`src/rtl/johnson_decoder_pkg.sv`:
```
// Shared types and helpers for the Johnson-code decoder.
// Contents: FSM state enum, decode result struct, and width-generic
// Johnson pattern / decode / successor functions (code width passed at call).
package johnson_decoder_pkg;

    localparam int unsigned WIDTH   = 4;
    localparam int unsigned SEQ_LEN = 2 * WIDTH;
    localparam int unsigned CW      = $clog2(SEQ_LEN);
    localparam int unsigned MAX_W   = 16;
    localparam int unsigned MAX_CW  = 5;

    typedef enum logic [1:0] {
        UNLOCKED = 2'd0,
        ACQUIRE  = 2'd1,
        LOCKED   = 2'd2
    } jdec_state_t;

    typedef struct packed {
        logic              legal;
        logic [MAX_CW-1:0] value;
    } jdec_dec_t;

    // Johnson word for sequence index k at width w: k ones filling from the
    // LSB for k<=w, then zeros filling from the LSB (2w-k ones remain on top).
    function automatic logic [MAX_W-1:0] johnson_pattern(input logic [MAX_CW-1:0] k,
                                                         input int unsigned w);
        logic [MAX_W-1:0] p;
        p = '0;
        for (int unsigned i = 0; i < MAX_W; i++) begin
            if (i < w) begin
                if (32'(k) <= w) p[i] = (i < 32'(k));
                else             p[i] = (i >= 32'(k) - w);
            end
        end
        return p;
    endfunction

    // Decode by popcount; a code is legal only if it regenerates itself.
    function automatic jdec_dec_t johnson_to_bin(input logic [MAX_W-1:0] code,
                                                 input int unsigned w);
        int unsigned pop;
        logic        msb;
        jdec_dec_t   d;
        pop = 0;
        msb = 1'b0;
        for (int unsigned i = 0; i < MAX_W; i++) begin
            if (i < w) begin
                pop = pop + 32'(code[i]);
                if (i == w - 1) msb = code[i];
            end
        end
        d.value = msb ? MAX_CW'(2 * w - pop) : MAX_CW'(pop);
        d.legal = (code == johnson_pattern(d.value, w));
        return d;
    endfunction

    // Next index in the 2w-long sequence, wrapping to 0.
    function automatic logic [MAX_CW-1:0] johnson_succ(input logic [MAX_CW-1:0] value,
                                                       input int unsigned w);
        return (32'(value) == 2 * w - 1) ? '0 : value + MAX_CW'(1);
    endfunction

endpackage

```
`src/rtl/johnson_decoder_if.sv`:
```
// Bus between a Johnson-code source (master) and the decoder (slave).
// Signals: code_in/code_valid toward the decoder; count, count_valid,
// illegal, seq_err, locked, err_cnt back from it.
interface johnson_decoder_if #(
    parameter int unsigned WIDTH = 4
);
    localparam int unsigned CW = $clog2(2 * WIDTH);

    logic [WIDTH-1:0] code_in;
    logic             code_valid;
    logic [CW-1:0]    count;
    logic             count_valid;
    logic             illegal;
    logic             seq_err;
    logic             locked;
    logic [7:0]       err_cnt;

    modport master (
        output code_in, code_valid,
        input  count, count_valid, illegal, seq_err, locked, err_cnt
    );

    modport slave (
        input  code_in, code_valid,
        output count, count_valid, illegal, seq_err, locked, err_cnt
    );

endinterface

```
`src/rtl/johnson_decoder_code_check.sv`:
```
// Combinational Johnson decode of one code word.
// Ports: code_in (WIDTH) in; legal_c, value_c (clog2(2*WIDTH)) out.
module johnson_decoder_code_check
    import johnson_decoder_pkg::*;
#(
    parameter int unsigned WIDTH = 4
) (
    input  logic [WIDTH-1:0]            code_in,
    output logic                        legal_c,
    output logic [$clog2(2*WIDTH)-1:0]  value_c
);

    localparam int unsigned VW = $clog2(2 * WIDTH);

    jdec_dec_t dec_c;

    always_comb begin
        dec_c   = johnson_to_bin(MAX_W'(code_in), WIDTH);
        legal_c = dec_c.legal;
        value_c = VW'(dec_c.value);
    end

endmodule

```
`src/rtl/johnson_decoder.sv`:
```
// Johnson-code receiver: decodes sampled codes to binary, flags illegal
// words and out-of-sequence steps, and tracks lock to a running sequence.
// Ports: clk; rst (active-low, synchronous); bus (johnson_decoder_if.slave)
//   carrying code_in/code_valid in and count/count_valid/illegal/seq_err/
//   locked/err_cnt out. All outputs registered.
// Build option: define JDEC_ERR_CNT_EN to build the saturating error counter;
//   otherwise err_cnt is tied to zero.
module johnson_decoder
    import johnson_decoder_pkg::*;
#(
    parameter int unsigned WIDTH      = 4,
    parameter int unsigned LOCK_N     = 3,
    parameter int unsigned UNLOCK_N   = 2,
    parameter int unsigned ALLOW_HOLD = 0
) (
    input  logic                clk,
    input  logic                rst,
    johnson_decoder_if.slave    bus
);

    localparam int unsigned VW = $clog2(2 * WIDTH);
    localparam int unsigned GW = $clog2(LOCK_N + 1);
    localparam int unsigned BW = $clog2(UNLOCK_N + 1);

    jdec_state_t   state_q;
    logic [VW-1:0] prev_q;
    logic [VW-1:0] count_q;
    logic          count_valid_q;
    logic          illegal_q;
    logic          seq_err_q;
    logic          locked_q;
    logic [GW-1:0] good_q;   // successor steps seen since entering ACQUIRE
    logic [BW-1:0] bad_q;    // consecutive bad samples while LOCKED

    logic          legal_c;
    logic [VW-1:0] value_c;
    logic [VW-1:0] succ_c;
    logic          step_ok_c;
    logic          hold_ok_c;

    johnson_decoder_code_check #(
        .WIDTH (WIDTH)
    ) u_check (
        .code_in (bus.code_in),
        .legal_c (legal_c),
        .value_c (value_c)
    );

    // Expected next index and whether this sample advances/holds the sequence.
    always_comb begin
        succ_c    = VW'(johnson_succ(MAX_CW'(prev_q), WIDTH));
        step_ok_c = legal_c && (value_c == succ_c);
        hold_ok_c = legal_c && (ALLOW_HOLD != 0) && (value_c == prev_q);
    end

    // Lock FSM, counters and registered outputs.
    always_ff @(posedge clk) begin
        if (!rst) begin
            state_q       <= UNLOCKED;
            prev_q        <= '0;
            count_q       <= '0;
            count_valid_q <= 1'b0;
            illegal_q     <= 1'b0;
            seq_err_q     <= 1'b0;
            locked_q      <= 1'b0;
            good_q        <= '0;
            bad_q         <= '0;
        end else begin
            count_valid_q <= 1'b0;
            illegal_q     <= 1'b0;
            seq_err_q     <= 1'b0;
            if (bus.code_valid) begin
                if (legal_c) begin
                    count_q       <= value_c;
                    count_valid_q <= 1'b1;
                    prev_q        <= value_c;
                end else begin
                    illegal_q     <= 1'b1;
                end

                unique case (state_q)
                    UNLOCKED: begin
                        if (legal_c) begin
                            state_q <= ACQUIRE;
                            good_q  <= '0;
                        end
                    end
                    ACQUIRE: begin
                        if (!legal_c) begin
                            state_q <= UNLOCKED;
                        end else if (step_ok_c) begin
                            if (32'(good_q) + 32'd1 >= LOCK_N) begin
                                state_q  <= LOCKED;
                                locked_q <= 1'b1;
                                good_q   <= '0;
                                bad_q    <= '0;
                            end else begin
                                good_q <= good_q + GW'(1);
                            end
                        end else begin
                            // Legal but out of order: restart the run here.
                            good_q <= '0;
                        end
                    end
                    LOCKED: begin
                        if (step_ok_c || hold_ok_c) begin
                            bad_q <= '0;
                        end else begin
                            seq_err_q <= legal_c;
                            if (32'(bad_q) + 32'd1 >= UNLOCK_N) begin
                                state_q  <= UNLOCKED;
                                locked_q <= 1'b0;
                                bad_q    <= '0;
                            end else begin
                                bad_q <= bad_q + BW'(1);
                            end
                        end
                    end
                    default: begin
                        state_q  <= UNLOCKED;
                        locked_q <= 1'b0;
                    end
                endcase
            end
        end
    end

    assign bus.count       = count_q;
    assign bus.count_valid = count_valid_q;
    assign bus.illegal     = illegal_q;
    assign bus.seq_err     = seq_err_q;
    assign bus.locked      = locked_q;

`ifdef JDEC_ERR_CNT_EN
    logic [7:0] err_cnt_q;
    logic       err_event_c;

    // Same conditions that raise the illegal / seq_err pulses.
    always_comb begin
        err_event_c = bus.code_valid &&
                      (!legal_c || ((state_q == LOCKED) && !(step_ok_c || hold_ok_c)));
    end

    // Saturating event counter.
    always_ff @(posedge clk) begin
        if (!rst) begin
            err_cnt_q <= '0;
        end else if (err_event_c && (err_cnt_q != 8'hFF)) begin
            err_cnt_q <= err_cnt_q + 8'd1;
        end
    end

    assign bus.err_cnt = err_cnt_q;
`else
    assign bus.err_cnt = '0;
`endif

endmodule

```
`src/flat_wrapper.sv`:
```
// flat-port wrapper written by rule: the top's interface ports become plain ports
module johnson_decoder_flat import johnson_decoder_pkg::*;
#(
    parameter int unsigned WIDTH      = 4,
    parameter int unsigned LOCK_N     = 3,
    parameter int unsigned UNLOCK_N   = 2,
    parameter int unsigned ALLOW_HOLD = 0
)
  (clk, rst, bus_code_in, bus_code_valid, bus_count, bus_count_valid, bus_illegal, bus_seq_err, bus_locked, bus_err_cnt);
  johnson_decoder_if #(.WIDTH(WIDTH)) bus_i ();
  input  logic clk;
  input  logic rst;
  input wire logic [$bits(bus_i.code_in)-1:0] bus_code_in;
  input wire logic [$bits(bus_i.code_valid)-1:0] bus_code_valid;
  output wire logic [$bits(bus_i.count)-1:0] bus_count;
  output wire logic [$bits(bus_i.count_valid)-1:0] bus_count_valid;
  output wire logic [$bits(bus_i.illegal)-1:0] bus_illegal;
  output wire logic [$bits(bus_i.seq_err)-1:0] bus_seq_err;
  output wire logic [$bits(bus_i.locked)-1:0] bus_locked;
  output wire logic [$bits(bus_i.err_cnt)-1:0] bus_err_cnt;
  assign bus_i.code_in = bus_code_in;
  assign bus_i.code_valid = bus_code_valid;
  assign bus_count = bus_i.count;
  assign bus_count_valid = bus_i.count_valid;
  assign bus_illegal = bus_i.illegal;
  assign bus_seq_err = bus_i.seq_err;
  assign bus_locked = bus_i.locked;
  assign bus_err_cnt = bus_i.err_cnt;
  johnson_decoder #(.WIDTH(WIDTH), .LOCK_N(LOCK_N), .UNLOCK_N(UNLOCK_N), .ALLOW_HOLD(ALLOW_HOLD)) u_core (.clk(clk), .rst(rst), .bus(bus_i));
endmodule
```
`config.mk`:
```
export PLATFORM = sky130hd
export DESIGN_NAME = johnson_decoder_flat
export DESIGN_NICKNAME = d
export VERILOG_FILES = /design/src/rtl/johnson_decoder_pkg.sv /design/src/rtl/johnson_decoder_if.sv /design/src/rtl/johnson_decoder_code_check.sv /design/src/rtl/johnson_decoder.sv /design/src/flat_wrapper.sv
export SDC_FILE = /design/constraint.sdc
export NUM_CORES = 1
export LEC_CHECK = 0
export BUFFER_PORTS_ARGS = -buffer_cell sky130_fd_sc_hd__buf_2
export CAP_MARGIN = 10
export CORE_MARGIN = 4
export CORE_UTILIZATION = 59
export CTS_CLUSTER_SIZE = 28
export DETAILED_ROUTE_END_ITERATION = 6
export PLACE_DENSITY = 0.84
export SLEW_MARGIN = 5
export SYNTH_ARGS = -nofsm -noshare
export SYNTH_HDL_FRONTEND = slang
export SYNTH_SLANG_ARGS = --single-unit
```
`constraint.sdc`:
```
create_clock -name clk -period 10.2 [get_ports clk]
set_input_delay 1.02 -clock clk [delete_from_list [all_inputs] [get_ports clk]]
set_output_delay 1.02 -clock clk [all_outputs]
set_load 0.02 [all_outputs]
```
==> impl_metrics.ini <==
[outcome]
status = finished clean

[timing]
timing.final.crit_period_ps = 4780
skew_ps = 4.37
fmax_ghz = 0.209
slew_violations = 0
rsz0062_at_grt = no
period_share_pct = 46.9
finalHoldViolCount = 0
finalSetupTns_ps = 0
setup_slack_ps = 5420
finalSetupViolCount = 0

[clock_network]
cts.hold.buffers_added = 0
clock-sinks = 13
htree_levels = 1
path_clk_slew_ps = 80
ctsLongestPathBuffers = 2
cts_buffers = 3
tritoncts = done
root_buffer = clkbuf_4
clock_latency_ps = 280
post_cts_buffers = 0
post_cts_resized = 0

[global_route]
grt_pass1_wl_mm = 3.91
grt-ovfl-total = 0
grt_antenna_before_repair = 0
grt_pass1_vias = 951
grt_max_degree = 17
grt_util_all_layers_pct = 19.0

[placed_design]
port_buffers = 13
gp_congestion = 0.853
dp.final_hpwl_mm = 1.68
dp_slack_ps = 5150
place_area_um2 = 1170

[finish]
fin_nets = 169
fillers = 163
area_growth_pct = 3.70
finalCoreUtilization_pct = 66.9
diodes = 0
multi_input_area_um2 = 764
layout-drive-gt1-share_pct = 15.8
design_area_um2 = 1190
seq_area_um2 = 260

[power]
p_int_uw = 99.5
power_uw = 169
p_sw_uw = 69.1
clkPwrFrac_pct = 19.3
vdd_drop_max_mv = 0.100
leakagePower_uw = 0.000503
p_seq_share_pct = 32.8
netSwitchingFraction_pct = 41.0
power_frac_comb_pct = 47.9
p_per_area_nw_per_um2 = 141

[logic_synthesis]
yosys.area_share.xor_xnor_pct = 7.40
synth_fa_ha_area_share_pct = 10.4
synth.top_cell.area_share_pct = 22.6
synth_cell_types = 44
syn-cell-area_um2 = 1150
synth_top_family_by_area = simple AND/OR/NAND/NOR gates
ys_warn_count = 0
synth-compound-area-share_pct = 21.4
yosys-top-cells-area = dfxtp_1 23%, ha_1 8.7%, buf_4 5.9%
syn-instance-count = 143
ys_seq_area_share_pct = 22.6
syn_area_per_cell_um2 = 8.04
synth_seq_cells = 13
synthMuxAreaShare_pct = 0.871
yosys.area_share.simple_pct = 23.7
synth_top_area_cell = dfxtp_1

[floorplanning]
io_pins = 22
start_util_pct = 64.5
coreArea_um2 = 1780
die_h_um = 52.1
fp-row-count = 15
die_width_um = 52.1
dieArea_um2 = 2720

[critical_path]
worst_ep_required_time_ps = 10420
crit_type = input pin to flop
cp-start-kind = input pin
cp.arrival_ps = 5000
critPathMaxFanout = 15
worst_setup_path_end_kind = flop

[detailed_routing]
drt_iter0_markers = 10
ant_nets = 0
routedWlPerCell_um = 12.7
route.met3.wl_um = 142
met1Wirelength_mm = 1.04
routed_wl_mm = 2.25
viasPerCell = 5.63
firstDrtPassIters = 4
topRoutingLayerUsed = met4
drc = 0
dr_wl_met2_mm = 1.02
vias = 996

[flow_run]
drv_cap = 0

[hold_path]
hold_class = flop to flop
## power by group through the flow
stage,Combinational [uW],Clock [uW],Sequential (uW)
2_1_floorplan,68.4,0,58.3
3_3_place_gp,76.8,0,56.3
3_5_place_dp,80.1,0,56.5
4_1_cts,80.2,32.9,55.3
5_1_grt,89.5,34.1,55.6
6_report,80.7,32.5,55.3
## synth_stat cells, drive strengths merged
master and instances:
nor3b 1, nand4 4, nand3 5, nor2 8, nor2b 4, ha 8
a21boi 2, inv 12, buf 12, o21bai 2, o21ai 6, nand3b 3
mux2i 1, o21a 2, o2bb2ai 1, a2bb2oi 1, a221oi 1, a21oi 7
and3 3, o32a 1, clkbuf 3, nand2b 4, o31ai 1, nand2 12
o41ai 1, or3 2, nor3 4, fa 1, dfxtp 13, xnor2 6
o32ai 1, o22ai 3, a32oi 2, xor2 2, a31oi 3, conb 1
## path summary, 6_finish.rpt
| path | start | slack, ps | depth (start not counted) | endpoint |
|---|---|---|---|---|
| worst min-delay path | u_core.bad_q[0] | 460 | 2 | u_core.bad_q[0] |
| worst max-delay path | bus_code_in[3] | 5420 | 16 | u_core.state_q[1] |
| worst min register to register | u_core.bad_q[0] | 460 | 2 | u_core.bad_q[0] |
| worst max register to register | u_core.prev_q[0] | 8210 | 8 | u_core.bad_q[0] |
## registers in the layout, summed over array words and instances (netlist names)
register / count
u_core.prev_q: 3
u_core.bus.count_valid: 1
u_core.bus.illegal: 1
u_core.good_q: 2
u_core.bus.locked: 1
u_core.state_q: 2
u_core.bus.seq_err: 1
u_core.bad_q: 2
## critical path: stages
cell	delay (ps)
buf_2	230
inv_1	90
fa_1	440
inv_1	70
ha_1	160
inv_1	50
ha_1	590
o21ai_1	130
xnor2_1	340
ha_1	350
mux2i_1	110
o32a_1	310
nor3b_2	380
nand3_2	180
or3_1	390
a21oi_1	140
## cell families after synthesis
family	Yosys count
AND/OR/NAND/NOR	50
multiplexers	1
buffers and inverters	27
flip-flops	13
other	1
XOR/XNOR	8
adder cells (fa/ha/maj)	9
AO/OA/AOI/OAI	34
## through the flow
step	std cells	hold slack (ps)
after floorplan	150	435
after global placement	173	453
after detailed placement	173	456
after CTS	177	467
after global routing	177	506
final	177	463
## layout by cell type, fill, tap and decap left out, types with 2 or more instances in the layout
master    synthesis  final
dfxtp_1          13     13
o22ai_1           3      3
nor2b_1           4      4
inv_1            12     12
a21oi_1           7      7
nor2_1            8      8
a31oi_1           3      3
and3_1            3      3
o21bai_1          2      2
nand4_1           3      3
nand2b_1          4      4
nand2_1          12     12
ha_1              8      8
or3_1             2      2
a21boi_0          2      2
nand3_1           4      4
o21ai_1           5      5
clkbuf_4          0      3
nor3_1            4      4
xnor2_1           5      5
conb_1            1      8
o21a_1            2      2
buf_2             1     13
nand3b_1          3      3
## layout make-up
type / count / area share [%]
repair buffers: 13 / 5.46
multi-input cells: 110 / 64.1
flip-flops and latches: 13 / 21.8
inverters: 12 / 3.78
well taps: 25 / 2.62
clock buffers: 4 / 2.20
## per-layer routing
metal  track usage (%)  up-vias
li1                  -      503
met1              23.4      454
met5                 0        -
met2              30.8       31
met4              8.94        0
met3              4.87        8
(Power assumes the default switching activity.)
